File: config.mk
export PLATFORM = sky130hd
export DESIGN_NAME = rca_result_display
export DESIGN_NICKNAME = d
export VERILOG_FILES = /design/src/rtl/rca_result_display.sv
export SDC_FILE = /design/constraint.sdc
export NUM_CORES = 1
export LEC_CHECK = 0
export CAP_MARGIN = 20
export CORE_ASPECT_RATIO = 0.75
export CORE_MARGIN = 3
export CORE_UTILIZATION = 63
export CTS_CLUSTER_DIAMETER = 200
export DETAILED_ROUTE_END_ITERATION = 16
export PLACE_DENSITY_LB_ADDON = 0.05
export SLEW_MARGIN = 20
export SYNTH_ARGS = -nofsm -noshare
export SYNTH_HDL_FRONTEND = slang
export SYNTH_SLANG_ARGS = --single-unit
File: constraint.sdc
create_clock -name clk -period 4.2 [get_ports clk]
set_input_delay 0.84 -clock clk [delete_from_list [all_inputs] [get_ports clk]]
set_output_delay 0.84 -clock clk [all_outputs]
set_load 0.02 [all_outputs]
File: src/rtl/rca_result_display.sv
// rca_result_display
// Captures the sum from the pipelined ripple-carry adder once it has settled,
// converts it to two BCD digits with a sequential double-dabble and drives a
// two-digit multiplexed, active-low 7-segment display.
module rca_result_display #(
    parameter int LATENCY   = 5,
    parameter int REFRESH_W = 16
) (
    input  logic       clk,
    input  logic       rst,
    input  logic       start,
    input  logic [4:0] Y,
    output logic       busy,
    output logic       done,
    output logic [4:0] result,
    output logic [6:0] seg,
    output logic [1:0] an
);

    typedef enum logic [1:0] {IDLE, WAIT, CONV, SHOW} state_t;

    state_t               state;
    logic [3:0]           lat_cnt;
    logic [2:0]           iter;
    logic [4:0]           bin;
    logic [4:0]           y_cap;
    logic [7:0]           bcd;
    logic [3:0]           tens;
    logic [3:0]           ones;
    logic                 shown;
    logic [REFRESH_W-1:0] refresh;

    logic [7:0]           bcd_adj;
    logic [7:0]           bcd_next;
    logic [4:0]           bin_next;

    // Active-low digit decode; anything outside 0..9 shows a dark digit.
    function automatic logic [6:0] seg_decode(input logic [3:0] d);
        logic [6:0] s;
        case (d)
            4'd0:    s = 7'h40;
            4'd1:    s = 7'h79;
            4'd2:    s = 7'h24;
            4'd3:    s = 7'h30;
            4'd4:    s = 7'h19;
            4'd5:    s = 7'h12;
            4'd6:    s = 7'h02;
            4'd7:    s = 7'h78;
            4'd8:    s = 7'h00;
            4'd9:    s = 7'h10;
            default: s = 7'h7F;
        endcase
        return s;
    endfunction

    // One double-dabble step: correct both nibbles, then shift {bcd,bin} left.
    always_comb begin
        bcd_adj = bcd;
        if (bcd[3:0] >= 4'd5) bcd_adj[3:0] = bcd[3:0] + 4'd3;
        if (bcd[7:4] >= 4'd5) bcd_adj[7:4] = bcd[7:4] + 4'd3;
        {bcd_next, bin_next} = {bcd_adj[6:0], bin, 1'b0};
    end

    // Control FSM: wait out the adder latency, capture, convert, publish.
    always_ff @(posedge clk or negedge rst) begin
        if (!rst) begin
            state   <= IDLE;
            busy    <= 1'b0;
            done    <= 1'b0;
            result  <= 5'd0;
            lat_cnt <= 4'd0;
            iter    <= 3'd0;
            bin     <= 5'd0;
            y_cap   <= 5'd0;
            bcd     <= 8'd0;
            tens    <= 4'd0;
            ones    <= 4'd0;
            shown   <= 1'b0;
        end else begin
            done <= 1'b0;
            case (state)
                IDLE, SHOW: begin
                    if (start) begin
                        state   <= WAIT;
                        busy    <= 1'b1;
                        lat_cnt <= 4'd1;
                    end
                end
                WAIT: begin
                    if (lat_cnt == 4'(LATENCY)) begin
                        bin   <= Y;
                        y_cap <= Y;
                        bcd   <= 8'd0;
                        iter  <= 3'd0;
                        state <= CONV;
                    end else begin
                        lat_cnt <= lat_cnt + 4'd1;
                    end
                end
                CONV: begin
                    bin  <= bin_next;
                    bcd  <= bcd_next;
                    iter <= iter + 3'd1;
                    if (iter == 3'd4) begin
                        tens   <= bcd_next[7:4];
                        ones   <= bcd_next[3:0];
                        result <= y_cap;
                        done   <= 1'b1;
                        busy   <= 1'b0;
                        shown  <= 1'b1;
                        state  <= SHOW;
                    end
                end
                default: state <= IDLE;
            endcase
        end
    end

    // Free-running refresh counter and registered digit multiplexing.
    always_ff @(posedge clk or negedge rst) begin
        if (!rst) begin
            refresh <= '0;
            seg     <= 7'h7F;
            an      <= 2'b11;
        end else begin
            refresh <= refresh + {{(REFRESH_W-1){1'b0}}, 1'b1};
            if (!shown) begin
                seg <= 7'h7F;
                an  <= 2'b11;
            end else if (!refresh[REFRESH_W-1]) begin
                seg <= seg_decode(ones);
                an  <= 2'b10;
            end else if (tens == 4'd0) begin
                seg <= 7'h7F;
                an  <= 2'b11;
            end else begin
                seg <= seg_decode(tens);
                an  <= 2'b01;
            end
        end
    end

endmodule

==> impl_metrics.env, run 1 <==
export IMPL_num_vias=2531
export IMPL_synthArstFlopShare_pct=100
export IMPL_path_clk_slew_ns=0.07
export IMPL_hp_class="register to register"
export IMPL_rsz0062_at_grt="false"
export IMPL_antenna_found_initial=0
export IMPL_final_util_pct=77.8
export IMPL_critPathCaptureType="register"
export IMPL_peakVddDrop_mv=0.349
export IMPL_synth_cell_type_count=54
export IMPL_max_slew_worst_pin_slew_ns=0.927
export IMPL_dr_first_iter_drc_count=200
export IMPL_grt_usage_pct=23.7
export IMPL_reg2reg_depth=6
export IMPL_vias_per_cell=5.70
export IMPL_num_rows=22
export IMPL_postCtsSetupRepairBufs=0
export IMPL_clk_path_buf_depth=2
export IMPL_finalNetCount=397
export IMPL_ys_warn_count=0
export IMPL_postRouteAntennaNets=0
export IMPL_syn_area_sq_um=3540
export IMPL_route_detailed_drc=0
export IMPL_cts_tree="yes"
export IMPL_total_power_uw=2650
export IMPL_gp_congestion=0.816
export IMPL_status="completed"
export IMPL_coreArea_sq_um=5150
export IMPL_wirelength_um=6960
export IMPL_grt_overflow_total=0
export IMPL_drt_met1_wl_um=3420
export IMPL_finalMaxSlewViolations=0
export IMPL_whs_path_depth=1
export IMPL_pwr_share_seq_pct=39.3
export IMPL_hold_violations=0
export IMPL_hold_buffers=0
export IMPL_period_share_pct=55.7
export IMPL_fp_dieArea_sq_um=6570
export IMPL_cts_sinks=68
export IMPL_r2r_end="tens[3]"
export IMPL_floorplan_die_width_um=92.6
export IMPL_internal_power_uw=1600
export IMPL_critPathRequiredTime_ns=4.40
export IMPL_initial_core_util_pct=68.8
export IMPL_cts_root_buffer="clkbuf_8"
export IMPL_finalSetupViolCount=0
export IMPL_combPwrFrac_pct=41.0
export IMPL_io_buffers=23
export IMPL_arrival_ns=2.54
export IMPL_maxCapViolCount=0
export IMPL_reg2reg_slack_ns=1.86
export IMPL_finalClockSkew_ns=0.00785
export IMPL_hpwl_um=4890
export IMPL_mostFrequentLayoutCells="dfrtp_1, nand2_1, inv_1"
export IMPL_grt_pass1_wl_um=12000
export IMPL_hold_end="refresh[11]"
export IMPL_rr_startpoint="state[0]"
export IMPL_syn_inst=343
export IMPL_grt_pass1_vias=2489
export IMPL_yosys_most_used_dff="dfrtp_1"
export IMPL_layout_min_cycle_time_ns=2.34
export IMPL_ys_seq_elements=68
export IMPL_p_sw_share_pct=39.6
export IMPL_fin_tns_setup_ns=0
export IMPL_fmax_ghz=0.427
export IMPL_cts_resized=0
export IMPL_met3WireLength_um=338
export IMPL_ios=24
export IMPL_syn_to_final_growth_pct=13.0
export IMPL_grt_max_degree=43
export IMPL_fp_dieH_um=71.0
export IMPL_dr_pass1_iters=4
export IMPL_pwr_density_cell_nw_per_um2=662
export IMPL_yosysSeqAreaShare_pct=48.3
export IMPL_syn_nets=373
export IMPL_htreeDepth=3
export IMPL_clkLatencyLatePin_ns=0.36
export IMPL_cts_buffers=9
export IMPL_min_from="refresh[11]"
export IMPL_final_common_cell="dfrtp_1"
export IMPL_crit_fanout=22
export IMPL_diodes=0
export IMPL_wl_met2_um=3090
export IMPL_synth_edf_count=0
export IMPL_relSlewSlack_pct=38.2
export IMPL_syn_avg_cell_area_sq_um=10.3
export IMPL_crit_type="register to register"
export IMPL_layout_drive_gt1_share_pct=13.7
export IMPL_hold_worst_slack_ns=0.469
export IMPL_highest_layer="met4"
export IMPL_p_clk_share_pct=19.7
export IMPL_wl_per_cell_um=15.7
export IMPL_power_switching_uw=1050
export IMPL_p_leak_uw=0.00178
export IMPL_start_kind="register"
## kinds of logic after synthesis
family | share of synthesized area (%)
XOR/XNOR | 3.95
AND/OR/NAND/NOR | 16.0
flip-flops | 48.3
buffers and inverters | 4.06
multiplexers | 5.54
AO/OA/AOI/OAI | 14.3
adder cells (fa/ha/maj) | 7.77
## registers in the layout, indices dropped and copies added, names as in the netlist, 4 cells and up
| register | count |
|---|---|
| tens | 4 |
| refresh | 16 |
| y_cap | 5 |
| result | 5 |
| bin | 5 |
| seg | 7 |
| lat_cnt | 4 |
| bcd | 8 |
| ones | 4 |
## power groups by stage
stage / logic [uW] / clock network (uW) / registers (uW)
global route: 1210 / 568 / 1070
global placement: 1030 / 0 / 1040
finish: 1090 / 522 / 1040
floorplan: 764 / 0 / 1040
CTS: 1080 / 537 / 1040
detailed placement: 1070 / 0 / 1050
## area by class of cell
class,count,area [sq um]
Clock inverter,6,65.1
Multi-Input combinational cell,240,1690
Tap cell,72,90.1
Fill cell,346,1140
Clock buffer,10,128
Sequential cell,68,1710
Timing Repair Buffer,24,233
Inverter,24,90.1
## per-stage QoR
step / instances / instance area, sq um / worst slack [ns]
after CTS: 444 / 4010 / 1.86
after floorplan: 343 / 3540 / 2.66
after global placement: 428 / 3810 / 1.95
final: 444 / 4010 / 1.86
after detailed placement: 428 / 3810 / 1.88
after global routing: 444 / 4010 / 1.62
## critical path, stage by stage (launching register included)
cell	delay, ns
dfrtp_1	0.40
inv_1	0.08
ha_1	0.47
nand3_1	0.71
inv_1	0.31
o21a_1	0.16
a22oi_1	0.06
## cells in the mapped netlist (8+ instances only)
master	number	area share, %
dfrtp_1	59	42
nand2_1	29	3.1
inv_1	24	2.5
ha_1	22	7.8
o21ai_0	21	3.0
a21oi_1	20	2.8
nor2_1	19	2.0
mux2_2	13	4.1
nand2b_1	12	2.1
nand3_1	12	1.7
o22ai_1	11	1.9
dfstp_2	9	6.7
xnor2_1	8	2.0
xor2_1	8	2.0
## how the worst max path moves through the flow
| stage | from | endpoint | depth (start not counted) |
|---|---|---|---|
| 2_1_floorplan | state[1] | y_cap[0] | 6 |
| 3_3_place_gp | state[0] | tens[3] | 6 |
| 5_1_grt | state[0] | tens[3] | 6 |
| 6_report | state[0] | tens[3] | 6 |
| 3_5_place_dp | state[0] | tens[3] | 6 |
| 4_1_cts | seg[6] | seg[6] | 1 |
## routing by layer
metal	vias to the layer above	global-route usage, %
met3	13	7.97
met4	0	7.74
met1	1230	32.4
met5	-	0
li1	1243	-
met2	45	36.0
Power figures use the tool's default switching activity.
==> inputs of run 2 (changes only) <==
- CORE_UTILIZATION: 63 -> 59
- clock period: 4.2 -> 2.2 ns (I/O delays scaled with it)
==> run 2 against run 1 <==
  * Core utilization shrank 5.0 points
  * Hold slack lost 0.44 ns
  * Setup slack lost 1.6 ns
  * Count of clock-buffer cells in the layout shrank 1
  * Critical path depth shrank 5
  * Die area grew 6.3%
  * Largest cell class unchanged
  * Highest routed layer unchanged
==> impl_metrics.env, run 2 (synthesized netlist as in run 1, its figures left out) <==
export IMPL_cpMaxStageDelayCell="clkdlybuf4s50_1"
export IMPL_finalClockSkew_ns=0.00594
export IMPL_layout_min_cycle_time_ns=1.90
export IMPL_mostFrequentLayoutCells="dfrtp_1, nand2_1, inv_1"
export IMPL_finalSetupViolCount=0
export IMPL_fin_tns_setup_ns=0
export IMPL_cts_tree="yes"
export IMPL_dr_pass1_iters=4
export IMPL_finalMaxSlewViolations=0
export IMPL_hp_class="primary input to asynchronous set/reset pin"
export IMPL_power_switching_uw=2000
export IMPL_regMostFlops="refresh"
export IMPL_hold_worst_slack_ns=0.0328
export IMPL_n_fill_cell=414
export IMPL_layout_cells_non_filler=450
export IMPL_p_clk_share_pct=21.5
export IMPL_critPathRequiredTime_ns=1.76
export IMPL_cts_root_buffer="clkbuf_8"
export IMPL_total_power_uw=5180
export IMPL_status="completed"
export IMPL_pwr_share_seq_pct=38.2
export IMPL_clk_path_buf_depth=2
export IMPL_gp_congestion=0.853
export IMPL_combPwrFrac_pct=40.4
export IMPL_coreArea_sq_um=5580
export IMPL_layout_drive_gt1_share_pct=14.7
export IMPL_cp_slowest_stage_delay_ns=0.59
export IMPL_vias_per_cell=5.59
export IMPL_period_share_pct=86.5
export IMPL_cts_buffers=9
export IMPL_syn_to_final_growth_pct=14.8
export IMPL_fp_dieH_um=73.1
export IMPL_largest_register_ffs=16
export IMPL_htreeDepth=3
export IMPL_hpwl_um=4800
export IMPL_route_detailed_drc=0
export IMPL_postRouteAntennaNets=0
export IMPL_grt_pass1_vias=2554
export IMPL_multi_input_area_sq_um=1690
export IMPL_floorplan_die_width_um=95.5
export IMPL_pwr_density_cell_nw_per_um2=1270
export IMPL_cts_resized=0
export IMPL_max_slew_worst_pin_slew_ns=0.684
export IMPL_num_rows=23
export IMPL_grt_usage_pct=22.7
export IMPL_final_common_cell="dfrtp_1"
export IMPL_internal_power_uw=3190
export IMPL_grt_pass1_wl_um=12100
export IMPL_top_regs="refresh (16), bcd (8), seg (7)"
export IMPL_wirelength_um=6840
export IMPL_p_leak_uw=0.00181
export IMPL_crit_fanout=1
export IMPL_fp_dieArea_sq_um=6980
export IMPL_cts_sinks=68
export IMPL_rsz0062_at_grt="false"
export IMPL_postCtsSetupRepairBufs=0
export IMPL_num_vias=2517
export IMPL_final_util_pct=72.8
export IMPL_start_kind="register"
export IMPL_critPathTopFamily="buffers and inverters"
export IMPL_maxCapViolCount=0
export IMPL_dr_first_iter_drc_count=162
export IMPL_grt_overflow_total=0
export IMPL_grt_max_degree=50
export IMPL_critPathCaptureType="primary output"
export IMPL_ff_latch_area_sq_um=1710
export IMPL_path_cells="clkdlybuf4s50_1"
export IMPL_relSlewSlack_pct=54.2
export IMPL_path_clk_slew_ns=0.07
export IMPL_wl_per_cell_um=15.2
export IMPL_ios=24
export IMPL_peakVddDrop_mv=0.594
export IMPL_crit_type="register to primary output"
export IMPL_diodes=0
export IMPL_hold_buffers=0
export IMPL_antenna_found_initial=0
export IMPL_io_buffers=23
export IMPL_hold_violations=0
export IMPL_initial_core_util_pct=63.5
export IMPL_placed_cells=434
export IMPL_p_sw_share_pct=38.5
export IMPL_arrival_ns=1.46
export IMPL_crit_buf_inv=1
export IMPL_finalNetCount=400
export IMPL_fmax_ghz=0.526
export IMPL_clkLatencyLatePin_ns=0.35
-- run 2: cell types whose count changed in the layout (fill, tap and decap cells not counted) --
| cell | previous run | this run |
|---|---|---|
| buf_12 | 0 | 1 |
| clkbuf_1 | 1 | 0 |
| clkinv_2 | 2 | 3 |
| clkinv_4 | 2 | 1 |
| buf_4 | 1 | 3 |
| bufinv_16 | 1 | 2 |
-- run 2: worst paths after layout --
| kind | from | endpoint | slack [ns] | cells after the start |
|---|---|---|---|---|
| min reg2reg | refresh[11] | refresh[11] | 0.48 | 1 |
| max reg2reg | lat_cnt[1] | state[1] | 0.31 | 6 |
| max in group asynchronous | rst | bcd[0] | 1.56 | 2 |
| min | rst | iter[0] | 0.03 | 1 |
| max | seg[1] | seg[1] | 0.30 | 1 |
| min in group clk | refresh[11] | refresh[11] | 0.48 | 1 |
-- run 2: cell type report --
class	instances	area share, %
sequential	68	42.1
multi-input combinational	240	41.5
timing repair buffer	27	6.58
clock buffer	9	3.05
tap	75	2.31
clock inverter	7	2.25
inverter	24	2.22
-- run 2: metrics by stage --
| step | setup slack [ns] | area [sq um] |
|---|---|---|
| after floorplan | 0.663 | 3540 |
| after global placement | 0.395 | 3850 |
| after detailed placement | 0.325 | 3850 |
| after CTS | 0.282 | 4070 |
| after global routing | 0.137 | 4070 |
| final | 0.297 | 4070 |
-- run 2: power groups by stage --
| stage | combinational [uW] | clock, uW | sequential (uW) |
|---|---|---|---|
| 3_5_place_dp | 2070 | 0 | 1990 |
| 3_3_place_gp | 2000 | 0 | 1980 |
| 2_1_floorplan | 1460 | 0 | 1980 |
| 5_1_grt | 2360 | 1190 | 2040 |
| 4_1_cts | 2080 | 1130 | 1970 |
| 6_report | 2090 | 1110 | 1980 |
-- run 2: per-layer routing --
layer	part of all wire (%)	vias to the layer above	global-route usage, %
li1	-	1248	-
met1	50	1200	32.3
met2	43	61	33.4
met3	5.4	8	5.57
met4	1.3	0	8.83
met5	0	-	0
-- run 2: worst reg2reg max path: stages, from the launching register on --
cell and delay (ns):
dfrtp_1 0.41, inv_1 0.09, ha_1 0.21, nand3b_1 0.37, nand2_2 0.30, and3_1 0.25
mux2i_1 0.20
